**config.mk**
```make
export PLATFORM = sky130hd
export DESIGN_NAME = pkt_mem_writer_flat
export DESIGN_NICKNAME = d
export VERILOG_FILES = /design/src/rtl/pkt_mem_pkg.sv /design/src/rtl/pkt_mem_writer_if.sv /design/src/rtl/pkt_desc_fifo.sv /design/src/rtl/pkt_mem_writer.sv /design/src/flat_wrapper.sv
export SDC_FILE = /design/constraint.sdc
export NUM_CORES = 1
export LEC_CHECK = 0
export ABC_AREA = 1
export BUFFER_PORTS_ARGS = -buffer_cell sky130_fd_sc_hd__buf_2
export CAP_MARGIN = 20
export CORE_MARGIN = 3
export CORE_UTILIZATION = 49
export DETAILED_ROUTE_END_ITERATION = 8
export GPL_TIMING_DRIVEN = 1
export MAX_ROUTING_LAYER = met4
export PLACE_DENSITY = 0.76
export RECOVER_POWER = 25
export SETUP_SLACK_MARGIN = 0.05
export SLEW_MARGIN = 20
export SYNTH_ARGS = -nofsm -noshare
export SYNTH_HDL_FRONTEND = slang
export SYNTH_HIERARCHICAL = 1
export SYNTH_SLANG_ARGS = --single-unit
```
**constraint.sdc**
```tcl
create_clock -name iclk -period 3.41 [get_ports iclk]
set_clock_uncertainty 0.2 [all_clocks]
set_input_delay 0.682 -clock iclk [delete_from_list [all_inputs] [get_ports iclk]]
set_output_delay 0.682 -clock iclk [all_outputs]
set_load 0.005 [all_outputs]
```
**src/rtl/pkt_mem_pkg.sv**
```systemverilog
// Shared types and width helpers for the packet RAM ingress writer.
// Descriptor layout is {addr, len}: address in the upper bits, length in the lower bits.
package pkt_mem_pkg;

    typedef enum logic [1:0] {
        StIdle,
        StWrite,
        StDrop
    } wr_state_e;

    // Byte address width for a RAM of the given depth (depth need not be a power of two).
    function automatic int unsigned addr_w(input int unsigned depth);
        return $clog2(depth);
    endfunction

    // Length/count width: must hold the value depth itself.
    function automatic int unsigned len_w(input int unsigned depth);
        return $clog2(depth + 1);
    endfunction

    function automatic int unsigned desc_w(input int unsigned depth);
        return addr_w(depth) + len_w(depth);
    endfunction

endpackage

```
**src/rtl/pkt_mem_writer_if.sv**
```systemverilog
// Bus bundle for pkt_mem_writer: ingress stream, RAM write port, descriptor
// queue, release path and status. Stats outputs exist only with PKT_MEM_WR_STATS_EN.
interface pkt_mem_writer_if
    import pkt_mem_pkg::*;
#(
    parameter int unsigned pBITS  = 8,
    parameter int unsigned pDEPTH = 3072
);
    localparam int unsigned AW = addr_w(pDEPTH);
    localparam int unsigned LW = len_w(pDEPTH);

    logic             ivalid;
    logic             isop;
    logic             ieop;
    logic [pBITS-1:0] idata;
    logic             owr_en;
    logic [AW-1:0]    ow_addr;
    logic [pBITS-1:0] ow_data;
    logic             odesc_valid;
    logic [AW-1:0]    odesc_addr;
    logic [LW-1:0]    odesc_len;
    logic             idesc_ready;
    logic             irelease;
    logic [LW-1:0]    irelease_len;
    logic [LW-1:0]    ofree_cnt;
    logic             odrop;
`ifdef PKT_MEM_WR_STATS_EN
    logic [15:0]      ocnt_pkt_ok;
    logic [15:0]      ocnt_pkt_drop;
`endif

    // Writer side.
    modport slave (
        input  ivalid, isop, ieop, idata, idesc_ready, irelease, irelease_len,
        output owr_en, ow_addr, ow_data, odesc_valid, odesc_addr, odesc_len,
        output ofree_cnt, odrop
`ifdef PKT_MEM_WR_STATS_EN
        , output ocnt_pkt_ok, ocnt_pkt_drop
`endif
    );

    // Environment side: stream source, RAM, arbiter.
    modport master (
        output ivalid, isop, ieop, idata, idesc_ready, irelease, irelease_len,
        input  owr_en, ow_addr, ow_data, odesc_valid, odesc_addr, odesc_len,
        input  ofree_cnt, odrop
`ifdef PKT_MEM_WR_STATS_EN
        , input ocnt_pkt_ok, ocnt_pkt_drop
`endif
    );

endinterface

```
**src/rtl/pkt_desc_fifo.sv**
```systemverilog
// Synchronous show-ahead FIFO for packet descriptors. Depth must be a power of two
// (>= 2) so the pointers wrap naturally. A push while full is accepted only if the
// head is popped in the same cycle.
module pkt_desc_fifo #(
    parameter int unsigned Width = 8,
    parameter int unsigned Depth = 4
) (
    input  logic             clk_i,
    input  logic             rst_i,
    input  logic             push_i,
    input  logic [Width-1:0] wdata_i,
    output logic             full_o,
    output logic             valid_o,
    input  logic             ready_i,
    output logic [Width-1:0] rdata_o
);
    localparam int unsigned PW = $clog2(Depth);
    localparam int unsigned CW = $clog2(Depth + 1);

    logic [Width-1:0] mem_q [Depth];
    logic [Width-1:0] mem_d [Depth];
    logic [PW-1:0]    wr_ptr_q, wr_ptr_d, rd_ptr_q, rd_ptr_d;
    logic [CW-1:0]    count_q, count_d;
    logic             pop, push_ok;

    assign valid_o = (count_q != '0);
    assign full_o  = (count_q == CW'(Depth));
    assign rdata_o = mem_q[rd_ptr_q];
    assign pop     = valid_o && ready_i;
    assign push_ok = push_i && (!full_o || pop);

    // Pointer, occupancy and storage next-state.
    always_comb begin
        mem_d    = mem_q;
        wr_ptr_d = wr_ptr_q;
        rd_ptr_d = rd_ptr_q;
        count_d  = count_q;
        if (push_ok) begin
            mem_d[wr_ptr_q] = wdata_i;
            wr_ptr_d        = wr_ptr_q + 1'b1;
        end
        if (pop) begin
            rd_ptr_d = rd_ptr_q + 1'b1;
        end
        if (push_ok && !pop) begin
            count_d = count_q + 1'b1;
        end else if (pop && !push_ok) begin
            count_d = count_q - 1'b1;
        end
    end

    // State registers with synchronous reset.
    always_ff @(posedge clk_i) begin
        if (rst_i) begin
            mem_q    <= '{default: '0};
            wr_ptr_q <= '0;
            rd_ptr_q <= '0;
            count_q  <= '0;
        end else begin
            mem_q    <= mem_d;
            wr_ptr_q <= wr_ptr_d;
            rd_ptr_q <= rd_ptr_d;
            count_q  <= count_d;
        end
    end

endmodule

```
**src/rtl/pkt_mem_writer.sv**
```systemverilog
// Ingress writer for the packet byte RAM: stores sop/eop framed packets in a circular
// buffer, tracks committed free space and queues a {start, length} descriptor per packet.
// Define PKT_MEM_WR_STATS_EN to add saturating committed/dropped packet counters.
module pkt_mem_writer
    import pkt_mem_pkg::*;
#(
    parameter int unsigned pBITS       = 8,
    parameter int unsigned pDEPTH      = 3072,
    parameter int unsigned pDESC_DEPTH = 4
) (
    input logic              iclk,
    input logic              irst,
    pkt_mem_writer_if.slave  bus
);
    localparam int unsigned AW = addr_w(pDEPTH);
    localparam int unsigned LW = len_w(pDEPTH);
    localparam int unsigned DW = desc_w(pDEPTH);
    localparam logic [AW-1:0] LastAddr = AW'(pDEPTH - 1);
    localparam logic [LW-1:0] DepthLen = LW'(pDEPTH);

    wr_state_e        state_q, state_d;
    logic [AW-1:0]    wptr_q, wptr_d, start_ptr_q, start_ptr_d, w_addr_q, w_addr_d;
    logic [LW-1:0]    cur_len_q, cur_len_d, free_q, free_d;
    logic [pBITS-1:0] w_data_q, w_data_d;
    logic             wr_en_q, wr_en_d, drop_q, drop_d;
    logic             push, start_pkt, fifo_full;
    logic [LW-1:0]    push_len;
    logic [LW:0]      free_sum;
    logic [DW-1:0]    fifo_dout;

    // Explicit wrap: pDEPTH is not necessarily a power of two.
    function automatic logic [AW-1:0] ptr_inc(input logic [AW-1:0] p);
        return (p == LastAddr) ? '0 : p + 1'b1;
    endfunction

    // Framing FSM, RAM write port and free-space next-state.
    always_comb begin
        state_d     = state_q;
        wptr_d      = wptr_q;
        start_ptr_d = start_ptr_q;
        cur_len_d   = cur_len_q;
        wr_en_d     = 1'b0;
        w_addr_d    = w_addr_q;
        w_data_d    = w_data_q;
        drop_d      = 1'b0;
        push        = 1'b0;
        push_len    = '0;
        start_pkt   = 1'b0;

        if (bus.ivalid) begin
            case (state_q)
                StIdle: begin
                    if (bus.isop) begin
                        // No descriptor slot or no byte of space: refuse the whole packet.
                        if (fifo_full || free_q == '0) begin
                            drop_d  = 1'b1;
                            state_d = bus.ieop ? StIdle : StDrop;
                        end else begin
                            start_pkt = 1'b1;
                        end
                    end
                end
                StWrite: begin
                    if (bus.isop) begin
                        // Missing eop: abandon the partial packet and restart in place.
                        drop_d    = 1'b1;
                        start_pkt = 1'b1;
                    end else if (cur_len_q == free_q) begin
                        drop_d    = 1'b1;
                        wptr_d    = start_ptr_q;
                        cur_len_d = '0;
                        state_d   = bus.ieop ? StIdle : StDrop;
                    end else begin
                        wr_en_d  = 1'b1;
                        w_addr_d = wptr_q;
                        w_data_d = bus.idata;
                        wptr_d   = ptr_inc(wptr_q);
                        if (bus.ieop) begin
                            push        = 1'b1;
                            push_len    = cur_len_q + 1'b1;
                            start_ptr_d = ptr_inc(wptr_q);
                            cur_len_d   = '0;
                            state_d     = StIdle;
                        end else begin
                            cur_len_d = cur_len_q + 1'b1;
                        end
                    end
                end
                StDrop: begin
                    if (bus.ieop) begin
                        state_d = StIdle;
                    end
                end
                default: state_d = StIdle;
            endcase
        end

        // First byte of a packet always lands at start_ptr (wptr is rewound on abort).
        if (start_pkt) begin
            wr_en_d  = 1'b1;
            w_addr_d = start_ptr_q;
            w_data_d = bus.idata;
            wptr_d   = ptr_inc(start_ptr_q);
            if (bus.ieop) begin
                push        = 1'b1;
                push_len    = LW'(1);
                start_ptr_d = ptr_inc(start_ptr_q);
                cur_len_d   = '0;
                state_d     = StIdle;
            end else begin
                cur_len_d = LW'(1);
                state_d   = StWrite;
            end
        end

        // Commit never exceeds free_q, so adding the release first avoids underflow.
        free_sum = {1'b0, free_q} + (bus.irelease ? {1'b0, bus.irelease_len} : '0)
                   - {1'b0, push_len};
        free_d   = (free_sum > {1'b0, DepthLen}) ? DepthLen : free_sum[LW-1:0];
    end

    // Registered state and outputs with synchronous reset.
    always_ff @(posedge iclk) begin
        if (irst) begin
            state_q     <= StIdle;
            wptr_q      <= '0;
            start_ptr_q <= '0;
            cur_len_q   <= '0;
            free_q      <= DepthLen;
            wr_en_q     <= 1'b0;
            w_addr_q    <= '0;
            w_data_q    <= '0;
            drop_q      <= 1'b0;
        end else begin
            state_q     <= state_d;
            wptr_q      <= wptr_d;
            start_ptr_q <= start_ptr_d;
            cur_len_q   <= cur_len_d;
            free_q      <= free_d;
            wr_en_q     <= wr_en_d;
            w_addr_q    <= w_addr_d;
            w_data_q    <= w_data_d;
            drop_q      <= drop_d;
        end
    end

    pkt_desc_fifo #(
        .Width (DW),
        .Depth (pDESC_DEPTH)
    ) u_desc_fifo (
        .clk_i   (iclk),
        .rst_i   (irst),
        .push_i  (push),
        .wdata_i ({start_ptr_q, push_len}),
        .full_o  (fifo_full),
        .valid_o (bus.odesc_valid),
        .ready_i (bus.idesc_ready),
        .rdata_o (fifo_dout)
    );

    assign bus.odesc_addr = fifo_dout[DW-1:LW];
    assign bus.odesc_len  = fifo_dout[LW-1:0];
    assign bus.owr_en     = wr_en_q;
    assign bus.ow_addr    = w_addr_q;
    assign bus.ow_data    = w_data_q;
    assign bus.ofree_cnt  = free_q;
    assign bus.odrop      = drop_q;

`ifdef PKT_MEM_WR_STATS_EN
    logic [15:0] cnt_ok_q, cnt_ok_d, cnt_drop_q, cnt_drop_d;

    // Saturating packet counters, stepped with the descriptor push / drop pulse.
    always_comb begin
        cnt_ok_d   = cnt_ok_q;
        cnt_drop_d = cnt_drop_q;
        if (push && cnt_ok_q != 16'hFFFF) begin
            cnt_ok_d = cnt_ok_q + 16'd1;
        end
        if (drop_d && cnt_drop_q != 16'hFFFF) begin
            cnt_drop_d = cnt_drop_q + 16'd1;
        end
    end

    // Counter registers.
    always_ff @(posedge iclk) begin
        if (irst) begin
            cnt_ok_q   <= '0;
            cnt_drop_q <= '0;
        end else begin
            cnt_ok_q   <= cnt_ok_d;
            cnt_drop_q <= cnt_drop_d;
        end
    end

    assign bus.ocnt_pkt_ok   = cnt_ok_q;
    assign bus.ocnt_pkt_drop = cnt_drop_q;
`endif

endmodule

```
**src/flat_wrapper.sv**
```systemverilog
// flat-port wrapper written by rule: the top's interface ports become plain ports
module pkt_mem_writer_flat import pkt_mem_pkg::*;
#(
    parameter int unsigned pBITS       = 8,
    parameter int unsigned pDEPTH      = 3072,
    parameter int unsigned pDESC_DEPTH = 4
)
  (iclk, irst, bus_ivalid, bus_isop, bus_ieop, bus_idata, bus_idesc_ready, bus_irelease, bus_irelease_len, bus_owr_en, bus_ow_addr, bus_ow_data, bus_odesc_valid, bus_odesc_addr, bus_odesc_len, bus_ofree_cnt, bus_odrop);
  pkt_mem_writer_if #(.pBITS(pBITS), .pDEPTH(pDEPTH)) bus_i ();
  input logic iclk;
  input logic irst;
  input wire logic [$bits(bus_i.ivalid)-1:0] bus_ivalid;
  input wire logic [$bits(bus_i.isop)-1:0] bus_isop;
  input wire logic [$bits(bus_i.ieop)-1:0] bus_ieop;
  input wire logic [$bits(bus_i.idata)-1:0] bus_idata;
  input wire logic [$bits(bus_i.idesc_ready)-1:0] bus_idesc_ready;
  input wire logic [$bits(bus_i.irelease)-1:0] bus_irelease;
  input wire logic [$bits(bus_i.irelease_len)-1:0] bus_irelease_len;
  output wire logic [$bits(bus_i.owr_en)-1:0] bus_owr_en;
  output wire logic [$bits(bus_i.ow_addr)-1:0] bus_ow_addr;
  output wire logic [$bits(bus_i.ow_data)-1:0] bus_ow_data;
  output wire logic [$bits(bus_i.odesc_valid)-1:0] bus_odesc_valid;
  output wire logic [$bits(bus_i.odesc_addr)-1:0] bus_odesc_addr;
  output wire logic [$bits(bus_i.odesc_len)-1:0] bus_odesc_len;
  output wire logic [$bits(bus_i.ofree_cnt)-1:0] bus_ofree_cnt;
  output wire logic [$bits(bus_i.odrop)-1:0] bus_odrop;
  assign bus_i.ivalid = bus_ivalid;
  assign bus_i.isop = bus_isop;
  assign bus_i.ieop = bus_ieop;
  assign bus_i.idata = bus_idata;
  assign bus_i.idesc_ready = bus_idesc_ready;
  assign bus_i.irelease = bus_irelease;
  assign bus_i.irelease_len = bus_irelease_len;
  assign bus_owr_en = bus_i.owr_en;
  assign bus_ow_addr = bus_i.ow_addr;
  assign bus_ow_data = bus_i.ow_data;
  assign bus_odesc_valid = bus_i.odesc_valid;
  assign bus_odesc_addr = bus_i.odesc_addr;
  assign bus_odesc_len = bus_i.odesc_len;
  assign bus_ofree_cnt = bus_i.ofree_cnt;
  assign bus_odrop = bus_i.odrop;
  pkt_mem_writer #(.pBITS(pBITS), .pDEPTH(pDEPTH), .pDESC_DEPTH(pDESC_DEPTH)) u_core (.iclk(iclk), .irst(irst), .bus(bus_i));
endmodule
```
==> metrics.md <==
| Metric | Value |
|---|---|
| Run status | finished with violations |
| Failing checks | negative setup slack |
| Data arrival time of the critical path | ~3.9 ns |
| Leakage power figure | approximately 6.4 nW |
| Launch point of the worst reg-to-reg path | u_core/cur_len_q[2] |
| Cells after Synth | between 1500 and 2000 |
| Initial antenna violation count | 0 |
| Weighted congestion at the end of routability-driven global placement | about 0.95 |
| Area enclosed by the die boundary | roughly 24000 sq um |
| Number of ports placed on the die boundary | 86 |
| Shortest period the worst path allows | between 3 and 4 ns |
| Yosys warns | 6 |
| Peak ir drop on the vdd network | roughly 350 uV |
| Endpoint of the most critical register-to-register path | u_core/bus.ofree_cnt[0] |
| Final routed DRC violation total | 0 |
| Crit Path Class | reg2reg |
| Cell area after layout | about 14000 sq um |
| Final number of setup-violating endpoints | 12 |
| Power density over the cells | between 500 and 600 nW/um^2 |
| Detailed-route via count | approximately 11000 |
| Post-synth top flop | sky130_fd_sc_hd__dfxtp_1 |
| Total wire length after detailed routing | approximately 32 mm |
| Vias per Instance | 5.16 |
| Detailed-routing iteration count for the pre-antenna-repair pass | 5 |
| Type of the worst min-delay path | reg2reg |
| Clock root cell | sky130_fd_sc_hd__clkbuf_16 |
| Post-synthesis sequential area ratio | roughly a third |
| Cells on worst reg2reg path | 22 |
| Iter 0 DRT Violations | approximately 1000 |
| Clock network latency to the later pin of the worst-skew pair | between 0.4 and 0.5 ns |
| Mean area per synthesized cell | between 6 and 7 sq um |
| Proportion of layout cells with a drive suffix above 1 | about a fifth |
| Via count of the first global-routing pass | ~11000 |
| Longest Clk Path Bufs | 2 |
| CTS Buf Count | 17 |
| Actual slew at the worst max-slew pin | between 1 and 1.5 ns |
| #FFs+latches synth | 175 |
| Post-CTS clock slew at the launch and capture registers of the worst setup and hold paths | about 0.070 ns |
| Number of I/O port buffers | 85 |
| Synth cell count leaders | sky130_fd_sc_hd__nand2_1, sky130_fd_sc_hd__inv_1, sky130_fd_sc_hd__nor2_1, sky130_fd_sc_hd__dfxtp_1, sky130_fd_sc_hd__nand4_1 |
| Critical Path Source | u_core/cur_len_q[2] |
| Residual overflow from global routing | 0 |
| Post-synth top area share | 31.8% |
| # nets final | slightly below 2000 |
| Die H | 156 um |
| Leading area contributor after synthesis | sky130_fd_sc_hd__dfxtp_1 |
| Nature of the critical path startpoint | flip-flop |
| Flop2flop setup slack | -0.27 ns |
| Total number of H-tree levels | 4 |
| Crit path required time | ~3.6 ns |
| Final TNS setup | -2.89 ns |
| Final clock period utilization by the worst path | 108% |
| Total global-route track usage | 26.5% |
| Setup crit end kind | flip-flop |
| Effective utilization at floorplan | between 50% and 60% |
| Number of diodes added for antenna fixing | 0 |
| Cell area after placement | 12400 sq um |
| Largest net degree at the start of global routing | between 100 and 150 |
| Number of enable flip-flop cells after synthesis | 0 |
| Average wire per standard cell | 14.5 um |
| Crit path to | u_core/bus.ofree_cnt[0] |
| Final hold slack | ~0.27 ns |
| Most instantiated library cell after synthesis | sky130_fd_sc_hd__nand2_1 |
| Core area | between 20000 and 25000 sq um |
| Most area-consuming cells after synthesis | sky130_fd_sc_hd__dfxtp_1, sky130_fd_sc_hd__nand2_1, sky130_fd_sc_hd__inv_1 |
| Total Power Consumption | 0.00766 W |
| Dpl hpwl | 21.5 mm |
| Fin. max-slew vios | 0 |
| Unrepaired setup endpoints after global routing | yes |
| Cell row count | 54 |
| Final WS setup | -0.265 ns |
| Cell area after technology mapping | between 10000 and 15000 sq um |
| Area growth from synthesis to final layout | 22.6% |
| Fraction of registers with async set or reset after synthesis | 0% |
| First-pass GRT wire length | 51.5 mm |
| ANT nets after route | 0 |
| Netlist cell types | 39 |
| CTS sink count | approximately 180 |
| Mapped Nets | 1843 |
| Critical path peak fanout | 6 |
| Worst slew margin | roughly 27% |
| Maximum capacitance violations | 0 |
| Final hold violation count | 0 |
| Width of the die | approximately 160 um |
| CTS tree | yes |
| Achievable clock frequency | between 200 and 300 MHz |
[timing repair]
action,CTS,global route
buffers inserted,7,6
gates cloned,2,0
gates resized for setup,70,26
hold buffers,0,0
setup endpoints to repair,12,12
pin swaps,36,37
[worst min path at each step]
stage | to | startpoint | slack [ns] | cells past startpoint
floorplan | u_core/bus.ow_data[7] | u_core/bus.ow_data[7] | 0.26 | 2
global placement | u_core/bus.ow_data[0] | u_core/bus.ow_data[0] | 0.25 | 2
detailed placement | u_core/bus.ow_data[0] | u_core/bus.ow_data[0] | 0.26 | 2
CTS | u_core/bus.ow_data[6] | u_core/bus.ow_data[6] | 0.27 | 2
global route | u_core/bus.ow_data[1] | u_core/bus.ow_data[1] | 0.28 | 2
finish | u_core/bus.ow_data[1] | u_core/bus.ow_data[1] | 0.27 | 2
[cells by family after synthesis]
logic type | share of synthesized area (%)
AO/OA/AOI/OAI | 9.67
AND/OR/NAND/NOR | 35.4
buffers and inverters | 15.9
adder cells (fa/ha/maj) | 4.75
XOR/XNOR | 2.39
flip-flops | 31.8
[final cells by class]
cell class,count,area (sq um)
clock buffers,17,425
clock inverters,15,199
repair buffers,206,1420
flip-flops and latches,175,3520
inverters,347,1320
multi-input cells,1169,6270
fillers,2050,8450
well taps,280,350
[cells in the final DEF, fill, tap and decap left out, drive strengths merged, types with 14 or more instances in the layout]
master / Yosys / layout
xnor2: 14 / 14
nor3: 16 / 16
nand4: 110 / 110
buf: 53 / 199
a21oi: 104 / 104
inv: 347 / 353
nor2: 257 / 257
clkbuf: 39 / 24
nand3: 83 / 83
o21ai: 91 / 91
xor2: 16 / 16
nand2: 428 / 429
ha: 21 / 21
dfxtp: 175 / 175
[flip-flops by register name, summed over array words and instances, names as in the netlist]
signal	count
u_core/cur_len_q	12
u_core/bus.ow_addr	12
u_core/wptr_q	12
u_core/bus.odrop	1
u_core/state_q	2
u_core/bus.owr_en	1
u_core/u_desc_fifo/wr_ptr_q	2
u_core/u_desc_fifo/rd_ptr_q	2
u_core/start_ptr_q	12
u_core/bus.ofree_cnt	12
u_core/bus.ow_data	8
u_core/u_desc_fifo/count_q	3
u_core/u_desc_fifo/mem_q	96
[metrics by stage]
step / cells / worst slack, ns / util, %
floorplan: 1782 / -0.216 / -
global placement: 2163 / -0.398 / 56.5
detailed placement: 2163 / -0.474 / 56.5
CTS: 2204 / -0.0554 / 61.1
global route: 2209 / -0.443 / 61.5
finish: 2209 / -0.265 / 61.5
[per-layer routing]
layer  track usage (%)  up-vias  part of all wire (%)
met1              34.4     5185                    44
li1                  -     5786                     -
met3              3.50       47                   6.2
met4              6.35        0                   1.5
met5                 -        -                     0
met2              44.2      383                    48
[critical path, cell delays in order (launching register included)]
cell	delay, ns
sky130_fd_sc_hd__dfxtp_4	0.37
sky130_fd_sc_hd__xnor2_1	0.21
sky130_fd_sc_hd__nand2_1	0.14
sky130_fd_sc_hd__nor2_4	0.16
sky130_fd_sc_hd__nand3_4	0.11
sky130_fd_sc_hd__nand3_4	0.12
sky130_fd_sc_hd__buf_12	0.14
sky130_fd_sc_hd__buf_4	0.13
sky130_fd_sc_hd__nor2_4	0.04
sky130_fd_sc_hd__fa_1	0.51
sky130_fd_sc_hd__inv_2	0.05
sky130_fd_sc_hd__ha_4	0.26
sky130_fd_sc_hd__a21oi_4	0.15
sky130_fd_sc_hd__nor2_2	0.06
sky130_fd_sc_hd__nor2_2	0.16
sky130_fd_sc_hd__nand2_1	0.07
sky130_fd_sc_hd__nand2_1	0.06
sky130_fd_sc_hd__nand2_1	0.08
sky130_fd_sc_hd__nor2_1	0.11
sky130_fd_sc_hd__nand3_1	0.10
sky130_fd_sc_hd__nand2_2	0.15
sky130_fd_sc_hd__nand2_4	0.10
sky130_fd_sc_hd__nor2_2	0.12
[power by group]
part	internal [W]	switching, W	leakage [nW]	total (W)
clock	0.00106	0.000974	0.300	0.00204
sequential	0.00223	0.000139	1.42	0.00237
combinational	0.00132	0.00194	4.68	0.00326
total	0.00461	0.00305	6.40	0.00766
Note: power is estimated with default switching activity, not from simulation.
